[src/rtl/gf256_div_seq.sv]
// Sequential GF(2^8) divider: quotient = dividend * divisor^254 via square-and-multiply.
// Optional macro GF_DIV_ZERO_FASTPATH_EN: a zero divisor goes straight to DONE on the accept edge.
module gf256_div_seq #(
    parameter logic [7:0] POLY = 8'h1D,
    parameter int         ITER = 7
) (
    input  logic       clk,
    input  logic       rst,
    input  logic       in_valid,
    output logic       in_ready,
    input  logic [7:0] dividend,
    input  logic [7:0] divisor,
    output logic       out_valid,
    input  logic       out_ready,
    output logic [7:0] quotient,
    output logic       div_zero
);

    typedef enum logic [1:0] {S_IDLE, S_ITER, S_FINAL, S_DONE} state_t;

    localparam logic [2:0] CNT_LAST = 3'(ITER - 1);

    // Carry-less 8x8 product, then fold bits 14..8 back down with {1,POLY}.
    function automatic logic [7:0] gf_mul(input logic [7:0] x, input logic [7:0] y);
        logic [14:0] p;
        p = '0;
        for (int i = 0; i < 8; i++) begin
            if (y[i]) p = p ^ (15'(x) << i);
        end
        for (int i = 14; i >= 8; i--) begin
            if (p[i]) p = p ^ (15'({1'b1, POLY}) << (i - 8));
        end
        return p[7:0];
    endfunction

    state_t     state_q;
    logic       in_ready_q;
    logic       out_valid_q;
    logic [7:0] quotient_q;
    logic       div_zero_q;
    logic [7:0] a_q;
    logic [7:0] sq_q;
    logic [7:0] acc_q;
    logic [2:0] cnt_q;
    logic       zero_q;

    logic [7:0] sq2_d;
    logic [7:0] acc_d;
    logic [7:0] quo_d;

    always_comb begin
        sq2_d = gf_mul(sq_q, sq_q);
        acc_d = gf_mul(acc_q, sq2_d);
        quo_d = gf_mul(acc_q, a_q);
    end

    always_ff @(posedge clk) begin
        if (rst) begin
            state_q     <= S_IDLE;
            in_ready_q  <= 1'b1;
            out_valid_q <= 1'b0;
            quotient_q  <= 8'h00;
            div_zero_q  <= 1'b0;
            a_q         <= 8'h00;
            sq_q        <= 8'h00;
            acc_q       <= 8'h00;
            cnt_q       <= 3'd0;
            zero_q      <= 1'b0;
        end else begin
            case (state_q)
                S_IDLE: begin
                    if (in_valid && in_ready_q) begin
                        a_q        <= dividend;
                        sq_q       <= divisor;
                        acc_q      <= 8'h01;
                        cnt_q      <= 3'd0;
                        zero_q     <= (divisor == 8'h00);
                        in_ready_q <= 1'b0;
`ifdef GF_DIV_ZERO_FASTPATH_EN
                        if (divisor == 8'h00) begin
                            quotient_q  <= 8'h00;
                            div_zero_q  <= 1'b1;
                            out_valid_q <= 1'b1;
                            state_q     <= S_DONE;
                        end else begin
                            state_q <= S_ITER;
                        end
`else
                        state_q <= S_ITER;
`endif
                    end
                end
                // acc accumulates divisor^(2+4+...+128) = divisor^254 = divisor^-1
                S_ITER: begin
                    sq_q  <= sq2_d;
                    acc_q <= acc_d;
                    cnt_q <= cnt_q + 3'd1;
                    if (cnt_q == CNT_LAST) state_q <= S_FINAL;
                end
                S_FINAL: begin
                    quotient_q  <= quo_d;
                    div_zero_q  <= zero_q;
                    out_valid_q <= 1'b1;
                    state_q     <= S_DONE;
                end
                S_DONE: begin
                    if (out_ready) begin
                        out_valid_q <= 1'b0;
                        in_ready_q  <= 1'b1;
                        state_q     <= S_IDLE;
                    end
                end
                default: state_q <= S_IDLE;
            endcase
        end
    end

    assign in_ready  = in_ready_q;
    assign out_valid = out_valid_q;
    assign quotient  = quotient_q;
    assign div_zero  = div_zero_q;

endmodule

[config.mk]
export PLATFORM = sky130hd
export DESIGN_NAME = gf256_div_seq
export DESIGN_NICKNAME = d
export VERILOG_FILES = /design/src/rtl/gf256_div_seq.sv
export SDC_FILE = /design/constraint.sdc
export NUM_CORES = 1
export LEC_CHECK = 0
export ABC_AREA = 1
export BUFFER_PORTS_ARGS = -buffer_cell sky130_fd_sc_hd__buf_2
export CORE_ASPECT_RATIO = 2
export CORE_MARGIN = 10
export CORE_UTILIZATION = 51
export DETAILED_ROUTE_END_ITERATION = 10
export GPL_TIMING_DRIVEN = 0
export PLACE_DENSITY = 0.79
export SLEW_MARGIN = 20
export SYNTH_ARGS = -nofsm -noshare
export SYNTH_HDL_FRONTEND = slang
export SYNTH_SLANG_ARGS = --single-unit
[constraint.sdc]
create_clock -name clk -period 2.2 [get_ports clk]
set_input_delay 0 -clock clk [delete_from_list [all_inputs] [get_ports clk]]
set_output_delay 0 -clock clk [all_outputs]
set_load 0.02 [all_outputs]
# Yosys cells after proc, flatten, opt, wreduce, memory -nomap -nowiden
# Cells that the tools add are included.
# op_classes
n_mul	0
n_lt_le_gt_ge	0
n_eq_ne	7
n_reduce_logical	11
shifts	0
n_mux	60
div	0
bitwise	42
addsub	1
# ops
op	n
$mux 15	21
$not 4->4	21
$mux 8	8
$xor 15x10->15	3
$xor 15x11->15	3
$xor 15x12->15	3
$xor 15x13->15	3
$xor 15x14->15	3
$xor 15x15->15	3
$mux 11	3
$pmux 8 s2	2
$mux 10	3
$xor 15x9->15	2
$mux 9	3
$mux 7	3
$mux 6	3
$mux 5	3
$xor 8x9->9	1
$logic_not 8->1	1
$pmux 2 s4	1
$mux 2	3
$ne 2x2->1 const B	3
$pmux 3 s2	1
$reduce_and 2->1	3
11 further kinds	18
# word_totals
inputBits	20
register_bits	41
latchBits	0
ram_bits	0
out_inout_bits	11
mem_count	0
elab_cells	131
mem_bits_ro	0

# Logic depth before layout (Yosys ltp)
# Gate-level depths: netlist of run 1.
# depth
word_depth	59
ltp_mapped	21
mapped_depth_nobuf	21

# Least setup slack after synthesis of run 1
# No wires, ideal clock.
# synth_path
path_kind	register -> register
startpoint	register acc_q[6]
endpoint	register quotient_q[7], in the netlist quotient[7]
period_less_slack_ns	1.918
setup_slack_ns	0.282
path_stages_with_launch	11
setup_time_ns	0.117
required_ns	2.083
n_path_buf	2
arrival_time_ns	1.801
cell_sequence	dfxtp_1 > buf_4 > buf_2 > nand2_1 > xnor2_1 > xnor2_1 > xnor2_1 > xor2_1 > nor2_1 > o221ai_1 > inv_1
# synth_between
elab_chain_cells	21
# synth_rtl
item	line	text
from (decl)	43	logic [7:0] acc_q;
from (signal assigned)	66	acc_q <= 8'h00;
from (signal assigned)	75	acc_q <= 8'h01;
from (signal assigned)	96	acc_q <= acc_d;
$xor 15x9->15	28	if (y[i]) p = p ^ (15'(x) << i);
$mux 15	28	
$xor 15x10->15	28	
$mux 15	28	
$xor 15x11->15	28	
$mux 15	28	
$xor 15x12->15	28	
$mux 15	28	
[... 5 more ...]	n/a	
$mux 15 *	28	
$mux 11	31	if (p[i]) p = p ^ (15'({1'b1, POLY}) << (i - 8));
$not 4->4 (no source line)	n/a	
$mux 10	31	
$not 4->4 (no source line)	n/a	
$mux 9	31	
$not 4->4 (no source line)	n/a	
$mux 8 *	31	
to (signal assigned)	101	quotient_q <= quo_d;
to (decl)	39	logic [7:0] quotient_q;
# Mark *: on every way between the ends. The rest lies on a longest branch, timed or not.
# A chain may end at the register's enable or synchronous reset.

# Worst setup path after layout of run 1
# layout_path
startpoint	register sq_q[5]
endpoint	register acc_q[1]
# layout_between
elab_chain_cells	41
elab_cells_between_ends	55
classes_between	mux (31); bitwise (24)
# layout_rtl
item	line	text
from (decl)	42	logic [7:0] sq_q;
from (signal assigned)	74	sq_q <= divisor;
from (signal assigned)	95	sq_q <= sq2_d;
$xor 15x11->15	28	
$mux 15	28	
$xor 15x12->15	28	
$mux 15	28	
$xor 15x13->15	28	
$mux 15	28	
$xor 15x14->15	28	
$mux 15	28	
[... 25 more ...]	n/a	
$mux 10 *	31	
$mux 9	31	
$mux 8	31	
$mux 7	31	
$not 4->4 (no source line)	n/a	
$mux 6 *	31	
$mux 5 *	31	
$pmux 8 s2 *	70	case (state_q)
# Marked as above.

==> results.yml, run 1 <==
final_layout:
  multi_input_area_um2: 3610
  mostFrequentLayoutCell: "sky130_fd_sc_hd__nand2_1"
  seq_cell_area_um2: 836
  finalNetCount: 832
  final_cell_mix: "sky130_fd_sc_hd__nand2_1, sky130_fd_sc_hd__inv_1, sky130_fd_sc_hd__nor2_1"
  n_fill_cell: 717
  area.growth.synth_to_final_pct: 30.5
  finalCoreUtilization_pct: 67.6
  num_antenna_cells: 0
  post_route_cells_drive_above_1_share_pct: 26.9
timing:
  fmax_mhz: 442
  unrepaired_setup_endpoints_after_global_routing: "yes"
  layout_worst_path_cycle_share_pct: 103
  clock_skews_ns: 0.00325
  timing.final.max_slew_violations: 0
  timing_worst_slew_pin_value_ns: 0.640
  final-setup-viol-count: 7
  timing.slew.headroom_pct: 57.3
  final_period_minus_worst_setup_slack_ns: 2.26
  setup-tns-final_ns: -0.245
  fin_ws_ns: -0.0636
  finalHoldViolCount: 0
  whs_ns: 0.00786
setup_path:
  cp.arrival_ns: 2.49
  critical_path_required_ns: 2.43
  crit_type: "reg2reg"
  worst_setup_path_end_kind: "flop"
  cp-start-kind: "flop"
  worst-path-max-fanout: 6
floorplanning:
  ioPinCount: 31
  die_area_um2: 13100
  chipWidth_um: 86.0
  total_core_area_um2: 8590
  floorplan.rows: 48
  initial_utilization_pct: 51.8
  die_h_um: 152
synthesis:
  ys_dominant_reg_cell: "sky130_fd_sc_hd__dfxtp_1"
  synthesis.instances: 737
  yosys.area_share.xor_xnor_pct: 21.1
  synthesis.nets: 763
  yosysUniqueCellTypes: 42
  synth.yosys.warnings: 0
  synth_edf_count: 0
  ys_seq_elements: 41
  synth_simple_gate_area_share_pct: 38.6
  synth_top_family_by_area: "simple AND/OR/NAND/NOR gates"
  area_fraction_in_compound_gates_after_synthesis_pct: 8.58
  asyncSetResetFlopFracSynth_pct: 0
  synth_adder_area_share_pct: 1.69
  proportion_of_synthesized_chip_area_in_sequential_cells_pct: 18.4
  avgSynthCellArea_um2: 6.04
  mux_contribution_to_synthesized_area_pct: 0
  post_syn_area_um2: 4450
power:
  power-per-cell-area_nw_per_um2: 1450
  vdd.ir_drop.worst_uv: 845
  total_power_mw: 8.40
  cellLeakagePower_nw: 2.59
detailed_routing:
  drtIter0Drc: 483
  post_route_drc_violation_count: 0
  routed_wirelength_um: 16200
  drt_first_pass_iters: 6
  wl_met1_um: 5170
  route.vias.total: 5358
  antenna_left: 0
  highest_layer: "met4"
  routed-wl-met2_um: 8560
  route.detailed.wl_per_inst_um: 17.8
  avgViaCountPerCell: 5.91
  dr_wl_met3_um: 999
placed_design:
  port_buffers: 30
  placer_s_final_routability_congestion_estimate: 0.981
  dpl.hpwl_um: 10600
  dpl_worst_slack_ns: -0.322
clock_network:
  clkSinkCount: 41
  root_buffer: "sky130_fd_sc_hd__clkbuf_16"
  tritoncts: "built"
  cts_buffers: 5
  worstSkewPairLatency_ns: 0.30
  cts-root-to-sink-buffers: 2
  path_clk_slew_ns: 0.07
  h_tree_levels: 2
global_routing:
  vias_in_the_first_global_route: 4994
  antenna_found_initial: 0
  grt_max_degree: 16
  globalRouteOverflowTotal: 0
  globalRouteTotalUtil_pct: 21.4
  wire_length_of_the_first_global_routing_pass_um: 23000
run_status:
  violations: "setup timing"
  outcome: "finished, violations left"
job:
  max_cap_violations: 0
worst_hold_path:
  hp-class: "in2reg"
-- path summary, 6_finish.rpt --
check                       startpoint  slack [ns]  depth (start not counted)                    end
setup reg to reg  sq_q[5]$_SDFFE_PP0P_       -0.06                         18  acc_q[1]$_SDFFE_PP0P_
hold / removal              divisor[7]       0.008                          3   sq_q[7]$_SDFFE_PP0P_
setup / recovery  sq_q[5]$_SDFFE_PP0P_       -0.06                         18  acc_q[1]$_SDFFE_PP0P_
hold reg to reg    zero_q$_SDFFE_PP0P_        0.48                          2  div_zero$_SDFFE_PP0P_
-- timing repair --
action                                  CTS  global route
endpoints found under the setup margin   22            19
buffers inserted                          8            17
gates cloned                              1             1
pin swaps                                 6            36
endpoints found under the hold margin    10             0
hold buffers                             10             0
gates resized for setup                  37           128
-- sequential cells by signal (all words and copies together), names as in the netlist --
name,count
div_zero,1
sq_q,8
zero_q,1
state_q,2
out_valid,1
acc_q,8
quotient,8
cnt_q,3
in_ready,1
a_q,8
-- through the flow --
stage                     instances  instance area, um^2
after detailed placement        867                 4720
after floorplan                 737                 4450
final                           907                 5800
after CTS                       892                 5190
after global placement          867                 4720
after global routing            907                 5800
-- layer usage --
| metal | global-route usage [%] | vias to the layer above |
|---|---|---|
| met5 | 0 | - |
| li1 | - | 2401 |
| met4 | 17.2 | 0 |
| met1 | 19.6 | 2488 |
| met3 | 2.73 | 134 |
| met2 | 39.7 | 335 |
-- kinds of logic (layout without fill, tap and decap cells) --
logic type               count (synthesis)  in the layout
AO/OA/AOI/OAI                           68             68
XOR/XNOR                                98             98
adder cells (fa/ha/maj)                  6              6
buffers and inverters                  119            189
flip-flops                              41             41
AND/OR/NAND/NOR                        405            405
-- synth_stat cells, types with 6 or more instances --
master	number	area share, %
sky130_fd_sc_hd__nor2_1	49	4.1
sky130_fd_sc_hd__clkbuf_1	11	0.93
sky130_fd_sc_hd__xnor2_1	42	8.3
sky130_fd_sc_hd__inv_1	73	6.2
sky130_fd_sc_hd__inv_2	8	0.67
sky130_fd_sc_hd__nand2_1	266	22
sky130_fd_sc_hd__o21ai_0	24	2.7
sky130_fd_sc_hd__nand2_2	13	1.8
sky130_fd_sc_hd__nand3_1	56	6.3
sky130_fd_sc_hd__ha_1	6	1.7
sky130_fd_sc_hd__buf_2	15	1.7
sky130_fd_sc_hd__xor2_1	48	9.4
sky130_fd_sc_hd__dfxtp_1	41	18
sky130_fd_sc_hd__a21oi_1	27	3.0
-- critical path, cell delays in order, from the launching register on --
cell and delay, ns:
sky130_fd_sc_hd__dfxtp_4 0.37, sky130_fd_sc_hd__buf_8 0.15, sky130_fd_sc_hd__nand2_8 0.09, sky130_fd_sc_hd__nand3_2 0.09, sky130_fd_sc_hd__nand2_2 0.12, sky130_fd_sc_hd__inv_2 0.06
sky130_fd_sc_hd__nand2_4 0.13, sky130_fd_sc_hd__nand2_8 0.09, sky130_fd_sc_hd__nor2_2 0.09, sky130_fd_sc_hd__nand2_1 0.06, sky130_fd_sc_hd__nand2_2 0.12, sky130_fd_sc_hd__inv_2 0.06
sky130_fd_sc_hd__nand2_4 0.07, sky130_fd_sc_hd__nand2_4 0.07, sky130_fd_sc_hd__buf_4 0.14, sky130_fd_sc_hd__xor2_1 0.14, sky130_fd_sc_hd__o22ai_1 0.16, sky130_fd_sc_hd__inv_1 0.07
sky130_fd_sc_hd__nor2_1 0.11
-- final cells by class --
cell class              count  area share, %
well taps                 100           2.16
clock buffers               5           2.16
plain buffers              33           4.40
clock inverters             3          0.431
repair buffers             67           8.64
inverters                  81           5.67
flip-flops and latches     41           14.4
multi-input cells         577           62.1
-- where the power goes --
group	total, mW	internal, mW	switching (mW)
registers	1.30	1.02	0.281
logic	6.33	2.41	3.92
clock network	0.780	0.427	0.353
total	8.40	3.85	4.55
(Power assumes the default switching activity.)
==> run 2: changes to the inputs <==
- ABC_CLOCK_PERIOD_IN_PS: default -> 2200
- RECOVER_POWER: default -> 50
==> results.yml, run 2 (synthesis gave the netlist of run 1 again) <==
run_status:
  outcome: "finished, violations left"
  violations: "setup timing"
worst_hold_path:
  hp-class: "in2reg"
setup_path:
  max_incr_delay_on_cp_ns: 0.37
  cp.arrival_ns: 2.48
  crit_buf_inv: 3
  critical_path.cell_chain: "buf_8 -> nand2_8 -> nand3_2 -> nand2_2 -> inv_2 -> nand2_4 -> buf_4 -> nand3_1 -> nand3_1 -> nand2_2 -> nand2_2 -> nand2_2 -> nand3b_1 -> nand2_1 -> nand2_1 -> nand2_1 -> nand2_1 -> a21oi_2"
  critical_path_required_ns: 2.43
  worst-path-max-fanout: 6
  cp.depth: 18
  cp_top_family: "simple AND/OR/NAND/NOR gates"
  rrSetupSlack_ns: -0.05
  worst_setup_path_endpoint: "acc_q[5]$_SDFFE_PP0P_"
  timing.critical_path.slowest_stage_cell: "sky130_fd_sc_hd__dfxtp_4"
  crit_type: "reg2reg"
  worst_setup_path_end_kind: "flop"
  worstReg2RegStart: "sq_q[5]$_SDFFE_PP0P_"
  cp-startpoint: "sq_q[5]$_SDFFE_PP0P_"
  cp-start-kind: "flop"
  r2r.worst_path.cells: 18
  destination_of_the_worst_register_to_register_timing_path: "acc_q[5]$_SDFFE_PP0P_"
job:
  max_cap_violations: 0
detailed_routing:
  antenna_left: 0
  routed_wirelength_um: 16200
  drt_first_pass_iters: 5
  avgViaCountPerCell: 5.86
  route.vias.total: 5319
  post_route_drc_violation_count: 0
  route.detailed.wl_per_inst_um: 17.8
  drtIter0Drc: 503
global_routing:
  globalRouteTotalUtil_pct: 21.4
  vias_in_the_first_global_route: 4994
  antenna_found_initial: 0
  globalRouteOverflowTotal: 0
  global_route.usage.met1_pct: 19.6
  globalRouteMet3Util_pct: 2.73
  grt_max_degree: 16
  globalRoute.busiestLayer: "met2"
  groute.layer.met2.usage_pct: 39.7
  wire_length_of_the_first_global_routing_pass_um: 23000
floorplanning:
  floorplan.rows: 48
  initial_utilization_pct: 51.8
  chipWidth_um: 86.0
  total_core_area_um2: 8590
  ioPinCount: 31
  die_h_um: 152
  die_area_um2: 13100
final_layout:
  mostFrequentLayoutCell: "sky130_fd_sc_hd__nand2_1"
  area.growth.synth_to_final_pct: 30.1
  final_cell_mix: "sky130_fd_sc_hd__nand2_1, sky130_fd_sc_hd__inv_1, sky130_fd_sc_hd__nor2_1"
  finalCoreUtilization_pct: 67.4
  post_route_non_filler_standard_cell_count: 907
  finalNetCount: 832
  num_antenna_cells: 0
  post_route_cells_drive_above_1_share_pct: 25.3
power:
  cellLeakagePower_nw: 2.55
  power-per-cell-area_nw_per_um2: 1450
  vdd.ir_drop.worst_uv: 842
clock_network:
  tritoncts: "built"
  path_clk_slew_ns: 0.07
  h_tree_levels: 2
  cts-root-to-sink-buffers: 2
  cts_buffers: 5
  clkSinkCount: 41
  worstSkewPairLatency_ns: 0.30
  root_buffer: "sky130_fd_sc_hd__clkbuf_16"
timing:
  fin_ws_ns: -0.0526
  timing_worst_slew_pin_value_ns: 0.641
  fmax_mhz: 444
  final-setup-viol-count: 6
  timing.slew.headroom_pct: 57.3
  clock_skews_ns: 0.00462
  layout_worst_path_cycle_share_pct: 102
  final_period_minus_worst_setup_slack_ns: 2.25
  finalHoldViolCount: 0
  unrepaired_setup_endpoints_after_global_routing: "yes"
  timing.final.max_slew_violations: 0
placed_design:
  port_buffers: 30
  placed_cells_incl_taps: 867
  placer_s_final_routability_congestion_estimate: 0.981
  dpl.hpwl_um: 10600
## run 2: cell count changes in the layout (fill, tap and decap cells not counted)
cell / change
sky130_fd_sc_hd__buf_2: -12
sky130_fd_sc_hd__clkbuf_2: -1
sky130_fd_sc_hd__clkbuf_1: +13
## run 2: metrics by stage
stage	instance area, um^2	power, mW	setup slack [ns]	setup TNS [ns]	hold WS (ns)
2_1_floorplan	4450	4.62	0.282	0	0.135
3_3_place_gp	4720	5.72	-0.230	-1.22	0.228
3_5_place_dp	4720	5.85	-0.322	-2.43	0.244
4_1_cts	5190	7.14	0.00442	0	0.0169
5_1_grt	5790	8.92	-0.193	-1.59	0.0352
6_report	5790	8.38	-0.0526	-0.206	0.00829
## run 2: worst min path at each step
| stage | startpoint | endpoint | cells past startpoint |
|---|---|---|---|
| floorplan | dividend[6] | a_q[6]$_SDFFE_PP0P_ | 2 |
| CTS | divisor[7] | sq_q[7]$_SDFFE_PP0P_ | 3 |
| detailed placement | dividend[2] | a_q[2]$_SDFFE_PP0P_ | 3 |
| global placement | dividend[0] | a_q[0]$_SDFFE_PP0P_ | 3 |
| finish | divisor[7] | sq_q[7]$_SDFFE_PP0P_ | 3 |
| global route | divisor[7] | sq_q[7]$_SDFFE_PP0P_ | 3 |
## run 2: power breakdown
| group | leakage, nW | total, mW | switching (mW) | internal [mW] |
|---|---|---|---|---|
| registers | 0.340 | 1.30 | 0.284 | 1.02 |
| logic | 2.13 | 6.30 | 3.92 | 2.38 |
| clock network | 0.0704 | 0.781 | 0.354 | 0.427 |
| total | 2.55 | 8.38 | 4.56 | 3.82 |
## run 2: layout make-up
cell class / instances / area (um^2)
Clock buffer: 5 / 125
Timing Repair Buffer: 67 / 488
Fill cell: 726 / 2800
Inverter: 81 / 329
Tap cell: 100 / 125
Multi-Input combinational cell: 577 / 3610
Buffer: 33 / 253
Clock inverter: 3 / 25.0
Sequential cell: 41 / 836
## run 2: timing repair
item,in CTS,in global routing
endpoints found under the hold margin,10,0
resized for setup,37,128
gates cloned,1,1
pin swaps,6,36
setup endpoints to repair,22,19
buffers inserted,8,17
hold buffers,10,0
## run 2: worst reg2reg max path: stages (launching register included)
cell	delay, ns
sky130_fd_sc_hd__dfxtp_4	0.37
sky130_fd_sc_hd__buf_8	0.15
sky130_fd_sc_hd__nand2_8	0.09
sky130_fd_sc_hd__nand3_2	0.10
sky130_fd_sc_hd__nand2_2	0.12
sky130_fd_sc_hd__inv_2	0.06
sky130_fd_sc_hd__nand2_4	0.13
sky130_fd_sc_hd__buf_4	0.13
sky130_fd_sc_hd__nand3_1	0.07
sky130_fd_sc_hd__nand3_1	0.13
sky130_fd_sc_hd__nand2_2	0.14
sky130_fd_sc_hd__nand2_2	0.09
sky130_fd_sc_hd__nand2_2	0.06
sky130_fd_sc_hd__nand3b_1	0.18
sky130_fd_sc_hd__nand2_1	0.08
sky130_fd_sc_hd__nand2_1	0.05
sky130_fd_sc_hd__nand2_1	0.06
sky130_fd_sc_hd__nand2_1	0.06
sky130_fd_sc_hd__a21oi_2	0.13
## run 2: per-layer routing
layer  up-vias  share of wire (%)
met5         -                  0
met4         0                8.9
met3       118                6.3
met2       303                 53
met1      2488                 32
li1       2410                  -
==> run 3: changes to the inputs <==
==> constraint.sdc (replaced) <==
create_clock -name clk -period 2.2 [get_ports clk]
set_input_delay 0.22 -clock clk [delete_from_list [all_inputs] [get_ports clk]]
set_output_delay 0.22 -clock clk [all_outputs]
set_load 0.02 [all_outputs]
==> results.yml, run 3 (synthesis gave the netlist of run 1 again) <==
power:
  seq_power_share_pct: 15.4
  power.share.clock_pct: 9.3
  cellLeakagePower_nw: 2.50
  power-per-cell-area_nw_per_um2: 1470
  power_frac_comb_pct: 75.3
  vdd.ir_drop.worst_uv: 848
  sw_frac_of_total_pct: 54.5
  total_switching_power_mw: 4.57
  power.internal_mw: 3.81
global_routing:
  globalRouteMet3Util_pct: 2.73
  globalRouteOverflowTotal: 0
  grt_max_degree: 16
  vias_in_the_first_global_route: 4949
  globalRoute.busiestLayer: "met2"
  global_route.usage.met1_pct: 19.5
  antenna_found_initial: 0
  wire_length_of_the_first_global_routing_pass_um: 22800
  groute.layer.met2.usage_pct: 39.2
  globalRouteTotalUtil_pct: 21.3
floorplanning:
  initial_utilization_pct: 51.8
  die_area_um2: 13100
  chipWidth_um: 86.0
  die_h_um: 152
  ioPinCount: 31
  floorplan.rows: 48
  total_core_area_um2: 8590
job:
  max_cap_violations: 0
setup_path:
  r2r.worst_path.cells: 18
  worst_setup_path_endpoint: "acc_q[1]$_SDFFE_PP0P_"
  critical_path_required_ns: 2.42
  worstReg2RegStart: "sq_q[5]$_SDFFE_PP0P_"
  path_common_cell: "sky130_fd_sc_hd__nand2_4"
  max_incr_delay_on_cp_ns: 0.37
  cp-start-kind: "flop"
  destination_of_the_worst_register_to_register_timing_path: "acc_q[1]$_SDFFE_PP0P_"
  crit_type: "reg2reg"
  cp.arrival_ns: 2.50
  cp_top_family: "simple AND/OR/NAND/NOR gates"
  cp.depth: 18
  worst-path-max-fanout: 6
  timing.critical_path.slowest_stage_cell: "sky130_fd_sc_hd__dfxtp_4"
  rrSetupSlack_ns: -0.07
  worst_setup_path_end_kind: "flop"
  cp-startpoint: "sq_q[5]$_SDFFE_PP0P_"
  critical_path.cell_chain: "buf_8 -> nand2_8 -> nand3_2 -> nand2_2 -> inv_2 -> nand2_4 -> nand2_8 -> nor2_2 -> nand2_1 -> nand2_2 -> inv_2 -> nand2_4 -> nand2_4 -> buf_4 -> xor2_1 -> o22ai_1 -> inv_1 -> nor2_1"
  crit_buf_inv: 5
final_layout:
  n_fill_cell: 745
  mostFrequentLayoutCell: "sky130_fd_sc_hd__nand2_1"
  finalNetCount: 822
  post_route_cells_drive_above_1_share_pct: 25.6
  finalCoreUtilization_pct: 66.2
  num_antenna_cells: 0
  area.growth.synth_to_final_pct: 27.8
  final_cell_mix: "sky130_fd_sc_hd__nand2_1, sky130_fd_sc_hd__inv_1, sky130_fd_sc_hd__nor2_1"
detailed_routing:
  avgViaCountPerCell: 5.81
  antenna_left: 0
  route.detailed.wl_per_inst_um: 18.1
  route.vias.total: 5208
  drtIter0Drc: 421
  routed_wirelength_um: 16200
  drt_first_pass_iters: 5
  post_route_drc_violation_count: 0
timing:
  layout_worst_path_cycle_share_pct: 103
  final-setup-viol-count: 6
  fin_ws_ns: -0.0720
  timing_worst_slew_pin_value_ns: 0.671
  timing.slew.headroom_pct: 55.3
  unrepaired_setup_endpoints_after_global_routing: "yes"
  whs_ns: 0.159
  clock_skews_ns: 0.00345
  finalHoldViolCount: 0
  timing.final.max_slew_violations: 0
  fmax_mhz: 440
  final_period_minus_worst_setup_slack_ns: 2.27
placed_design:
  port_buffers: 30
  dpl.hpwl_um: 10600
  placer_s_final_routability_congestion_estimate: 0.981
clock_network:
  path_clk_slew_ns: 0.07
  clkSinkCount: 41
  cts_buffers: 5
  tritoncts: "built"
  root_buffer: "sky130_fd_sc_hd__clkbuf_16"
  h_tree_levels: 2
  worstSkewPairLatency_ns: 0.29
  cts-root-to-sink-buffers: 2
  postCtsHoldBufs: 0
worst_hold_path:
  hp-class: "in2reg"
run_status:
  violations: "setup timing"
  outcome: "finished, violations left"
[run 3: cell types whose count changed in the layout (fill, tap and decap cells not counted), sizes merged]
cell	delta
dlygate4sd3	-10
[run 3: worst min-delay path by stage]
stage,from,to,slack (ns),depth (start not counted)
floorplan,dividend[6],a_q[6]$_SDFFE_PP0P_,0.35,2
global placement,dividend[0],a_q[0]$_SDFFE_PP0P_,0.45,3
detailed placement,zero_q$_SDFFE_PP0P_,div_zero$_SDFFE_PP0P_,0.46,2
CTS,dividend[2],a_q[2]$_SDFFE_PP0P_,0.16,3
global route,dividend[1],a_q[1]$_SDFFE_PP0P_,0.18,3
finish,dividend[1],a_q[1]$_SDFFE_PP0P_,0.16,3
[run 3: worst reg2reg max path: stages, from the launching register on]
cell and delay [ns]:
sky130_fd_sc_hd__dfxtp_4 0.37, sky130_fd_sc_hd__buf_8 0.15, sky130_fd_sc_hd__nand2_8 0.09, sky130_fd_sc_hd__nand3_2 0.10
sky130_fd_sc_hd__nand2_2 0.13, sky130_fd_sc_hd__inv_2 0.06, sky130_fd_sc_hd__nand2_4 0.13, sky130_fd_sc_hd__nand2_8 0.09
sky130_fd_sc_hd__nor2_2 0.09, sky130_fd_sc_hd__nand2_1 0.06, sky130_fd_sc_hd__nand2_2 0.13, sky130_fd_sc_hd__inv_2 0.06
sky130_fd_sc_hd__nand2_4 0.07, sky130_fd_sc_hd__nand2_4 0.07, sky130_fd_sc_hd__buf_4 0.14, sky130_fd_sc_hd__xor2_1 0.14
sky130_fd_sc_hd__o22ai_1 0.16, sky130_fd_sc_hd__inv_1 0.07, sky130_fd_sc_hd__nor2_1 0.11
[run 3: power groups by stage]
stage               clock [mW]  sequential, mW  combinational [mW]
floorplan                    0            1.22                3.39
global placement             0            1.15                4.57
detailed placement           0            1.16                4.69
CTS                      0.764            1.18                5.18
global route             0.797            1.31                6.83
finish                   0.776            1.30                6.32
[run 3: repair_timing]
item / 4_1_cts / 5_1_grt
cloned: 1 / 1
setup endpoints to repair: 22 / 19
pin swaps: 6 / 36
setup buffers: 8 / 17
gates resized for setup: 37 / 128
[run 3: final cells by class]
cell class | count | area [um^2] | area share, %
clock buffers | 5 | 125 | 2.20
inverters | 81 | 329 | 5.79
flip-flops and latches | 41 | 836 | 14.7
repair buffers | 57 | 388 | 6.82
multi-input cells | 577 | 3610 | 63.4
clock inverters | 3 | 25.0 | 0.440
well taps | 100 | 125 | 2.20
plain buffers | 33 | 253 | 4.44
[run 3: metrics by stage]
step | std cells | setup TNS (ns) | power, mW | setup slack (ns) | instance area [um^2]
after detailed placement | 867 | -2.43 | 5.85 | -0.322 | 4720
after floorplan | 737 | 0 | 4.62 | 0.282 | 4450
after CTS | 882 | 0 | 7.13 | 0.00442 | 5090
after global routing | 897 | -1.64 | 8.94 | -0.189 | 5690
after global placement | 867 | -1.22 | 5.72 | -0.230 | 4720
final | 897 | -0.249 | 8.39 | -0.0720 | 5690
[run 3: per-layer routing]
metal	share of wire, %	up-vias
met2	54	281
met4	8.0	0
met5	0	-
met3	6.5	104
met1	32	2438
li1	-	2385
